File: src/rtl/libv_deque.sv
// rtl/libv_deque.sv - parametrised double-ended queue, circular register array with head/tail pointers
// Optional sticky error flag and port enabled by defining LIBV_DEQUE_ERR_EN.
module libv_deque #(
    parameter int W = 32,
    parameter int N = 8
) (
    input  logic                       clk,
    input  logic                       rst_n,
    input  logic                       front_push,
    input  logic                       front_pop,
    input  logic [W-1:0]               front_push_dat,
    output logic [W-1:0]               front_dat,
    input  logic                       back_push,
    input  logic                       back_pop,
    input  logic [W-1:0]               back_push_dat,
    output logic [W-1:0]               back_dat,
    output logic                       empty,
    output logic                       full,
    output logic [$clog2(N+1)-1:0]     cnt
`ifdef LIBV_DEQUE_ERR_EN
    ,
    output logic                       err
`endif
);

    localparam int PW = $clog2(N);
    localparam int CW = $clog2(N+1);
    localparam logic [PW-1:0] LAST = PW'(N-1);
    localparam logic [CW-1:0] CAP  = CW'(N);

    logic [W-1:0]  mem_q [N];
    logic [PW-1:0] head_q, head_d, tail_q, tail_d, head_m1, tail_m1;
    logic [CW-1:0] cnt_q, cnt_d;

    logic f_push_req, f_pop_req, b_push_req, b_pop_req;
    logic fpush_ok, fpop_ok, bpush_ok, bpop_ok;

    function automatic logic [PW-1:0] ptr_inc(input logic [PW-1:0] p);
        return (p == LAST) ? '0 : p + PW'(1);
    endfunction

    function automatic logic [PW-1:0] ptr_dec(input logic [PW-1:0] p);
        return (p == '0) ? LAST : p - PW'(1);
    endfunction

    always_comb begin
        // Push and pop on the same end cancel each other out entirely.
        f_push_req = front_push & ~front_pop;
        f_pop_req  = front_pop  & ~front_push;
        b_push_req = back_push  & ~back_pop;
        b_pop_req  = back_pop   & ~back_push;

        fpush_ok = f_push_req && (cnt_q < CAP);
        fpop_ok  = f_pop_req  && (cnt_q != '0);
        bpush_ok = b_push_req && ((cnt_q + CW'(fpush_ok)) < CAP);
        bpop_ok  = b_pop_req  && (cnt_q > CW'(fpop_ok));

        head_m1 = ptr_dec(head_q);
        tail_m1 = ptr_dec(tail_q);

        head_d = head_q;
        if (fpush_ok)
            head_d = head_m1;
        else if (fpop_ok)
            head_d = ptr_inc(head_q);

        tail_d = tail_q;
        if (bpush_ok)
            tail_d = ptr_inc(tail_q);
        else if (bpop_ok)
            tail_d = tail_m1;

        cnt_d = cnt_q + CW'(fpush_ok) + CW'(bpush_ok) - CW'(fpop_ok) - CW'(bpop_ok);
    end

    always_ff @(posedge clk) begin
        if (!rst_n) begin
            head_q <= '0;
            tail_q <= '0;
            cnt_q  <= '0;
        end else begin
            head_q <= head_d;
            tail_q <= tail_d;
            cnt_q  <= cnt_d;
        end
    end

    // Both pushes accepted together implies cnt <= N-2, so the two slots never collide.
    always_ff @(posedge clk) begin
        if (rst_n && fpush_ok)
            mem_q[head_m1] <= front_push_dat;
        if (rst_n && bpush_ok)
            mem_q[tail_q] <= back_push_dat;
    end

    assign empty     = (cnt_q == '0);
    assign full      = (cnt_q == CAP);
    assign cnt       = cnt_q;
    assign front_dat = empty ? '0 : mem_q[head_q];
    assign back_dat  = empty ? '0 : mem_q[tail_m1];

`ifdef LIBV_DEQUE_ERR_EN
    logic err_q, err_evt;

    assign err_evt = (front_push & front_pop) | (back_push & back_pop)
                   | (f_push_req & ~fpush_ok) | (f_pop_req & ~fpop_ok)
                   | (b_push_req & ~bpush_ok) | (b_pop_req & ~bpop_ok);

    always_ff @(posedge clk) begin
        if (!rst_n)
            err_q <= 1'b0;
        else if (err_evt)
            err_q <= 1'b1;
    end

    assign err = err_q;

`ifndef SYNTHESIS
    always_ff @(posedge clk) begin
        if (rst_n && err_evt)
            $error("libv_deque: overflow, underflow or same-end push+pop");
    end
`endif
`endif

endmodule

File: config.mk
export PLATFORM = sky130hd
export DESIGN_NAME = libv_deque
export DESIGN_NICKNAME = d
export VERILOG_FILES = /design/src/rtl/libv_deque.sv
export SDC_FILE = /design/constraint.sdc
export NUM_CORES = 1
export LEC_CHECK = 0
export CAP_MARGIN = 5
export CORE_ASPECT_RATIO = 0.9
export CORE_UTILIZATION = 52
export DETAILED_ROUTE_END_ITERATION = 8
export GPL_ROUTABILITY_DRIVEN = 0
export PLACE_DENSITY = 0.76
export SLEW_MARGIN = 10
export SYNTH_ARGS = -nofsm -noshare
export SYNTH_HDL_FRONTEND = slang
export SYNTH_SLANG_ARGS = --single-unit
File: constraint.sdc
create_clock -name clk -period 4.1 [get_ports clk]
set_clock_uncertainty 0.15 [all_clocks]
set_input_delay 0.82 -clock clk [delete_from_list [all_inputs] [get_ports clk]]
set_output_delay 0.82 -clock clk [all_outputs]
set_load 0.01 [all_outputs]
==> results of run 1 <==
==> cell usage in the layout (no fill, tap or decap), types with 16 or more instances in the layout <==
cell type / count
edfxtp_1: 256
mux2_2: 197
clkdlybuf4s50_1: 113
mux4_2: 109
mux2i_1: 64
nor2_1: 52
buf_4: 47
mux2_1: 31
clkbuf_16: 31
mux2_4: 29
nand2_1: 27
dlymetal6s2s_1: 25
buf_12: 19
a221oi_1: 18
a211o_1: 18
a21oi_1: 18
nor2b_1: 16
==> worst max-delay path, stage by stage, from the launching register on <==
cell and delay (ps):
dfxtp_1 340, inv_1 60, ha_1 230, ha_4 370, buf_6 290, a221oi_1 140, a211o_1 300, a21oi_1 200
clkdlybuf4s50_1 580
==> Yosys cell counts (all sizes together), types with 14 or more instances <==
cell type	instances
mux2	257
edfxtp	256
mux4	109
mux2i	69
buf	58
nor2	53
nand2	27
clkbuf	25
a21oi	21
a211o	18
a221oi	18
nor2b	17
inv	14
==> registers in the layout, summed over array words and instances, names as in the netlist, named ones only <==
| register | count |
|---|---|
| cnt | 4 |
| head_q | 3 |
| mem_q | 256 |
| tail_q | 3 |
==> report_power, final <==
| part | total (mW) | leakage (nW) | internal, mW | switching, mW |
|---|---|---|---|---|
| registers | 3.37 | 2.42 | 3.20 | 0.174 |
| logic | 5.61 | 4.12 | 2.84 | 2.76 |
| clock network | 2.70 | 0.473 | 1.58 | 1.12 |
==> per-stage QoR <==
stage | setup slack (ps) | hold WS (ps) | cell area (µm²) | power (mW) | cells
2_1_floorplan | -99.2 | 326 | 16200 | 6.54 | 1031
3_3_place_gp | -14.7 | 362 | 18400 | 8.76 | 1560
3_5_place_dp | -84.0 | 369 | 18400 | 8.82 | 1560
4_1_cts | -40.9 | 376 | 19500 | 11.6 | 1618
5_1_grt | -67.6 | 426 | 19600 | 12.1 | 1619
6_report | 48.7 | 374 | 19600 | 11.7 | 1620
==> layer usage <==
layer | vias to the layer above | part of all wire | wire length, µm | GRT usage
li1 | 4505 | - | - | -
met1 | 5364 | 0.39 | 17400 | 0.367
met2 | 540 | 0.50 | 22100 | 0.479
met3 | 84 | 0.087 | 3870 | 0.0486
met4 | 0 | 0.025 | 1100 | 0.0852
met5 | - | 0 | 0 | 0
==> worst paths after layout <==
path	startpoint	to	slack, ps
max	tail_q[0]$_SDFFE_PN0P_	back_dat[19]	50
max reg2reg	cnt[3]$_SDFF_PN0_	cnt[3]$_SDFF_PN0_	690
min reg2reg	head_q[1]$_SDFFE_PN0N_	flop	370
min	head_q[1]$_SDFFE_PN0N_	flop	370
==> cell families (layout without fill, tap and decap cells) <==
| kind of cell | Yosys count | in the layout | synth area share |
|---|---|---|---|
| compound gates | 81 | 81 | 0.0368 |
| xor+xnor | 4 | 4 | 0.00216 |
| fa+ha+maj | 15 | 15 | 0.0125 |
| buf+inv | 97 | 282 | 0.0375 |
| flops | 269 | 269 | 0.491 |
| mux | 435 | 435 | 0.380 |
| other cells | 0 | 1 | 0 |
| simple gates | 130 | 130 | 0.0408 |
==> final cells by class <==
cell class / count / area (µm²) / area share
sequential: 269 / 7950 / 0.405
multi-input combinational: 665 / 7820 / 0.398
timing repair buffer: 212 / 2310 / 0.118
clock buffer: 32 / 758 / 0.0386
tap: 403 / 504 / 0.0257
clock inverter: 24 / 225 / 0.0115
inverter: 14 / 67.6 / 0.00344
antenna: 1 / 2.50 / 0.000127
==> what timing repair did <==
action	in CTS	in global routing
endpoints found under the hold margin	0	0
setup endpoints to repair	32	27
gates cloned	0	1
buffers inserted	2	0
gates resized for setup	11	38
==> impl_metrics.env, run 1 <==
export IMPL_status="complete, no violations"
export IMPL_initial_core_util=0.535
export IMPL_dpl_hpwl_um=27300
export IMPL_critPathCaptureType="output port"
export IMPL_clock_root_buffer="clkbuf_16"
export IMPL_grt_overflow=0
export IMPL_drt_iter0_drc=988
export IMPL_hold_depth=2
export IMPL_rsz0062_at_grt="true"
export IMPL_cts_sinks=269
export IMPL_drv_cap=0
export IMPL_cts_buffer_depth=3
export IMPL_ys_ff_latch=269
export IMPL_synth_fp_nets=1116
export IMPL_portBuffers=139
export IMPL_fmax_mhz=247
export IMPL_groute_usage_overall=0.281
export IMPL_syn_inst=1031
export IMPL_async_reset_ff_frac=0
export IMPL_antenna_left=0
export IMPL_cts_tree="yes"
export IMPL_fill_cells=2175
export IMPL_cts_clk_slew_worst_paths_ps=60
export IMPL_vdd_ir_drop_worst_v=0.000395
export IMPL_synthesis_area_um2=16200
export IMPL_synth_top_area_frac=0.475
export IMPL_rr_worst_depth=18
export IMPL_die_width_um=188
export IMPL_powerDensity_nw_per_um2=595
export IMPL_ios=140
export IMPL_cts_hold_buf=0
export IMPL_cp_required_ps=3130
export IMPL_grt_first_pass_wirelength_um=66700
export IMPL_first_pass_iters=5
export IMPL_critPathArrivalTime_ps=3080
export IMPL_die_h_um=169
export IMPL_setup_viol=0
export IMPL_drc=0
export IMPL_first_global_vias=10900
export IMPL_synth_top_cell_by_area="edfxtp_1"
export IMPL_yosysUniqueCellTypes=53
export IMPL_rows=60
export IMPL_synth_ff_type="edfxtp_1"
export IMPL_synth_edf_count=256
export IMPL_worstSetupPathType="flop to output port"
export IMPL_fin_util=0.649
export IMPL_area_delta_synth_final_pct=21.3
export IMPL_cts_buffers=30
export IMPL_slew_headroom=0.456
export IMPL_insertion_delay_ps=550
export IMPL_final_nets=1277
export IMPL_fin_setup_tns_ps=0
export IMPL_viasPerCell=6.48
export IMPL_vias=10500
export IMPL_die_area_um2=31900
export IMPL_postSynthAreaPerCell_um2=15.7
export IMPL_drive_gt1_frac=0.400
export IMPL_hp_class="flop to flop"
export IMPL_ctsHtreeMaxLevel=1
export IMPL_routed_wl_um=44500
export IMPL_crit_fanout=22
export IMPL_antenna_found_initial=1
export IMPL_drv_slew=0
export IMPL_worst_slew_pin_slew_ps=810
export IMPL_yosysWarnings=0
export IMPL_core_um2=30300
export IMPL_grt_max_degree=67
export IMPL_finalCriticalPeriod_ps=4050
export IMPL_ys_seq_area_frac=0.491
export IMPL_final_hold_violation_count=0
export IMPL_synth_area_leaders="edfxtp_1 (47%), mux4_2 (15%), mux2_2 (14%)"
export IMPL_power_leakage_nw=7.02
export IMPL_drt_wirelength_per_cell_um=27.5
export IMPL_cp_start_kind="flop"
export IMPL_fin_crit_sh=0.988
No activity file was read; power rests on OpenSTA's default activity.
==> inputs of run 2 (changes only) <==
==> constraint.sdc (replaced) <==
create_clock -name clk -period 3.5 [get_ports clk]
set_clock_uncertainty 0.15 [all_clocks]
set_input_delay 0.7 -clock clk [delete_from_list [all_inputs] [get_ports clk]]
set_output_delay 0.7 -clock clk [all_outputs]
set_load 0.01 [all_outputs]
==> run 2 against run 1 <==
Against the previous run: flip-flop and latch count did not move; sequential power up 16%; combinational power increased by 32%; cell area grew 2.1%; non-clock buffer count rose by 31; critical path depth up 1; setup slack worse by 17 ps; cell count grew 2.0%; first-iteration DRC count is 9.8% higher; largest cell class unchanged; largest power group unchanged.
==> impl_metrics.env, run 2 (synthesized netlist as in run 1, its figures left out) <==
export IMPL_routed_wl_um=46000
export IMPL_portBuffers=139
export IMPL_reg_top3="mem_q: 256 flops, cnt: 4 flops"
export IMPL_fill_cells=2063
export IMPL_cts_buffer_depth=3
export IMPL_rsz0062_at_grt="true"
export IMPL_fmax_mhz=288
export IMPL_vdd_ir_drop_worst_v=0.000478
export IMPL_final_hold_violation_count=0
export IMPL_antenna_left=0
export IMPL_rows=60
export IMPL_drive_gt1_frac=0.456
export IMPL_antenna_found_initial=4
export IMPL_ios=140
export IMPL_cts_buffers=30
export IMPL_crit_buf_inv=4
export IMPL_rr_worst_depth=18
export IMPL_crit_slowest_cell="dfxtp_4"
export IMPL_crit_fanout=8
export IMPL_die_h_um=169
export IMPL_dpl_hpwl_um=27300
export IMPL_critPathArrivalTime_ps=2620
export IMPL_fin_util=0.663
export IMPL_top_register="mem_q"
export IMPL_drt_wirelength_per_cell_um=27.8
export IMPL_setup_viol=0
export IMPL_viasPerCell=6.50
export IMPL_final_cells=1653
export IMPL_area_delta_synth_final_pct=23.8
export IMPL_p_sw_frac=0.354
export IMPL_vias=10800
export IMPL_worstSetupPathType="flop to output port"
export IMPL_cts_hold_buf=0
export IMPL_path_delay_family="buffers and inverters"
export IMPL_largest_register_ffs=256
export IMPL_grt_first_pass_wirelength_um=68600
export IMPL_crit_chain="inv_4 -> ha_4 -> ha_4 -> clkinv_8 -> bufbuf_16 -> mux4_2 -> nand2_1 -> a21oi_2 -> buf_2"
export IMPL_drv_slew=0
export IMPL_groute_usage_overall=0.288
export IMPL_reg2reg_slack_ps=400
export IMPL_clock_root_buffer="clkbuf_16"
export IMPL_critPathCaptureType="output port"
export IMPL_fin_crit_sh=0.991
export IMPL_hold_depth=2
export IMPL_seqPwrFrac=0.274
export IMPL_grt_max_degree=67
export IMPL_drv_cap=0
export IMPL_cp_required_ps=2650
export IMPL_powerDensity_nw_per_um2=711
export IMPL_worst_slew_pin_slew_ps=609
export IMPL_status="complete, no violations"
export IMPL_die_width_um=188
export IMPL_first_global_vias=11100
export IMPL_hp_start="head_q[1]$_SDFFE_PN0N_"
export IMPL_r2r_end="cnt[3]$_SDFF_PN0_"
export IMPL_hp_class="flop to flop"
export IMPL_p_switching_mw=5.05
export IMPL_grt_overflow=0
export IMPL_cts_clk_slew_worst_paths_ps=60
export IMPL_die_area_um2=31900
export IMPL_ctsHtreeMaxLevel=1
export IMPL_reg2reg_from="cnt[3]$_SDFF_PN0_"
export IMPL_core_um2=30300
export IMPL_p_comb_frac=0.519
export IMPL_drt_iter0_drc=1085
export IMPL_power_leakage_nw=7.00
export IMPL_initial_core_util=0.535
export IMPL_final_nets=1308
export IMPL_cpPeakStageDelay_ps=370
export IMPL_slew_headroom=0.594
export IMPL_insertion_delay_ps=550
export IMPL_final_cell_mix="edfxtp_1 (256), mux2_2 (197), mux4_2 (109), clkdlybuf4s50_1 (106), mux2i_1 (64)"
export IMPL_dpl_cell_area_um2=18800
export IMPL_p_clk_frac=0.208
export IMPL_finalCriticalPeriod_ps=3470
export IMPL_finalInstanceArea_um2=20100
export IMPL_p_int_mw=9.22
export IMPL_first_pass_iters=5
export IMPL_final_common_cell="edfxtp_1"
export IMPL_crit_top_cell="ha_4"
export IMPL_drc=0
export IMPL_cp_start_kind="flop"
export IMPL_cts_tree="yes"
export IMPL_dpl_cell_count=1580
export IMPL_cts_sinks=269
## run 2: cell count changes in the layout (fill, tap and decap cells not counted), moves of 5 or more
cell and delta:
buf_12 +20, a221oi_2 +5, clkdlybuf4s50_1 -7, dlymetal6s2s_1 -24, a21oi_1 -5, clkbuf_1 +6, a21oi_2 +6, a221oi_1 -5
buf_2 +28
## run 2: worst max path at each step
stage	start	to	slack (ps)	cells past startpoint
after floorplan	front_pop	mem_q[7][0]$_DFFE_PP_	-550	5
after global placement	front_pop	cnt[3]$_SDFF_PN0_	-330	17
after detailed placement	front_pop	cnt[3]$_SDFF_PN0_	-390	17
after CTS	tail_q[0]$_SDFFE_PN0P_	back_dat[4]	-70	10
after global routing	tail_q[0]$_SDFFE_PN0P_	back_dat[1]	-40	9
final	tail_q[0]$_SDFFE_PN0P_	back_dat[10]	30	9
## run 2: per-stage QoR
stage	hold WS [ps]	setup TNS [ps]	power, mW	setup slack [ps]
detailed placement	345	-2200	10.6	-387
global route	425	-226	14.8	-44.7
global placement	343	-548	10.6	-333
floorplan	326	-52660	7.68	-549
finish	347	0	14.3	32.2
CTS	354	-652	14.0	-65.1
## run 2: final cells by class
| class | count | area (µm²) | area share |
|---|---|---|---|
| clock buffers | 39 | 806 | 0.0402 |
| multi-input cells | 665 | 7890 | 0.393 |
| well taps | 403 | 504 | 0.0251 |
| flip-flops and latches | 269 | 7960 | 0.397 |
| clock inverters | 16 | 104 | 0.00518 |
| inverters | 14 | 70.1 | 0.00349 |
| diodes | 4 | 10.0 | 0.000499 |
| repair buffers | 243 | 2710 | 0.135 |
## run 2: worst min-delay path, cell delays in order (launching register included)
cell	delay [ps]
dfxtp_1	330
nand2_1	60
a31oi_1	70
## run 2: timing repair
| item | 4_1_cts | 5_1_grt |
|---|---|---|
| gates cloned | 4 | 1 |
| endpoints found under the setup margin | 32 | 38 |
| pin swaps | 12 | 11 |
| resized for setup | 142 | 34 |
| setup buffers | 10 | 2 |
## run 2: metal layers
metal / wire length [µm] / vias up / GRT usage
met3: 3880 / 83 / 0.0434
met5: 0 / - / 0
met4: 1190 / 0 / 0.0859
li1: - / 4567 / -
met1: 18800 / 5554 / 0.395
met2: 22200 / 548 / 0.475
## run 2: power by group through the flow
stage	clock network [mW]	registers, mW	logic, mW
final	2.96	3.90	7.40
after detailed placement	0	3.95	6.69
after CTS	2.98	3.89	7.16
after global placement	0	3.95	6.63
after global routing	3.09	3.92	7.77
after floorplan	0	3.90	3.77
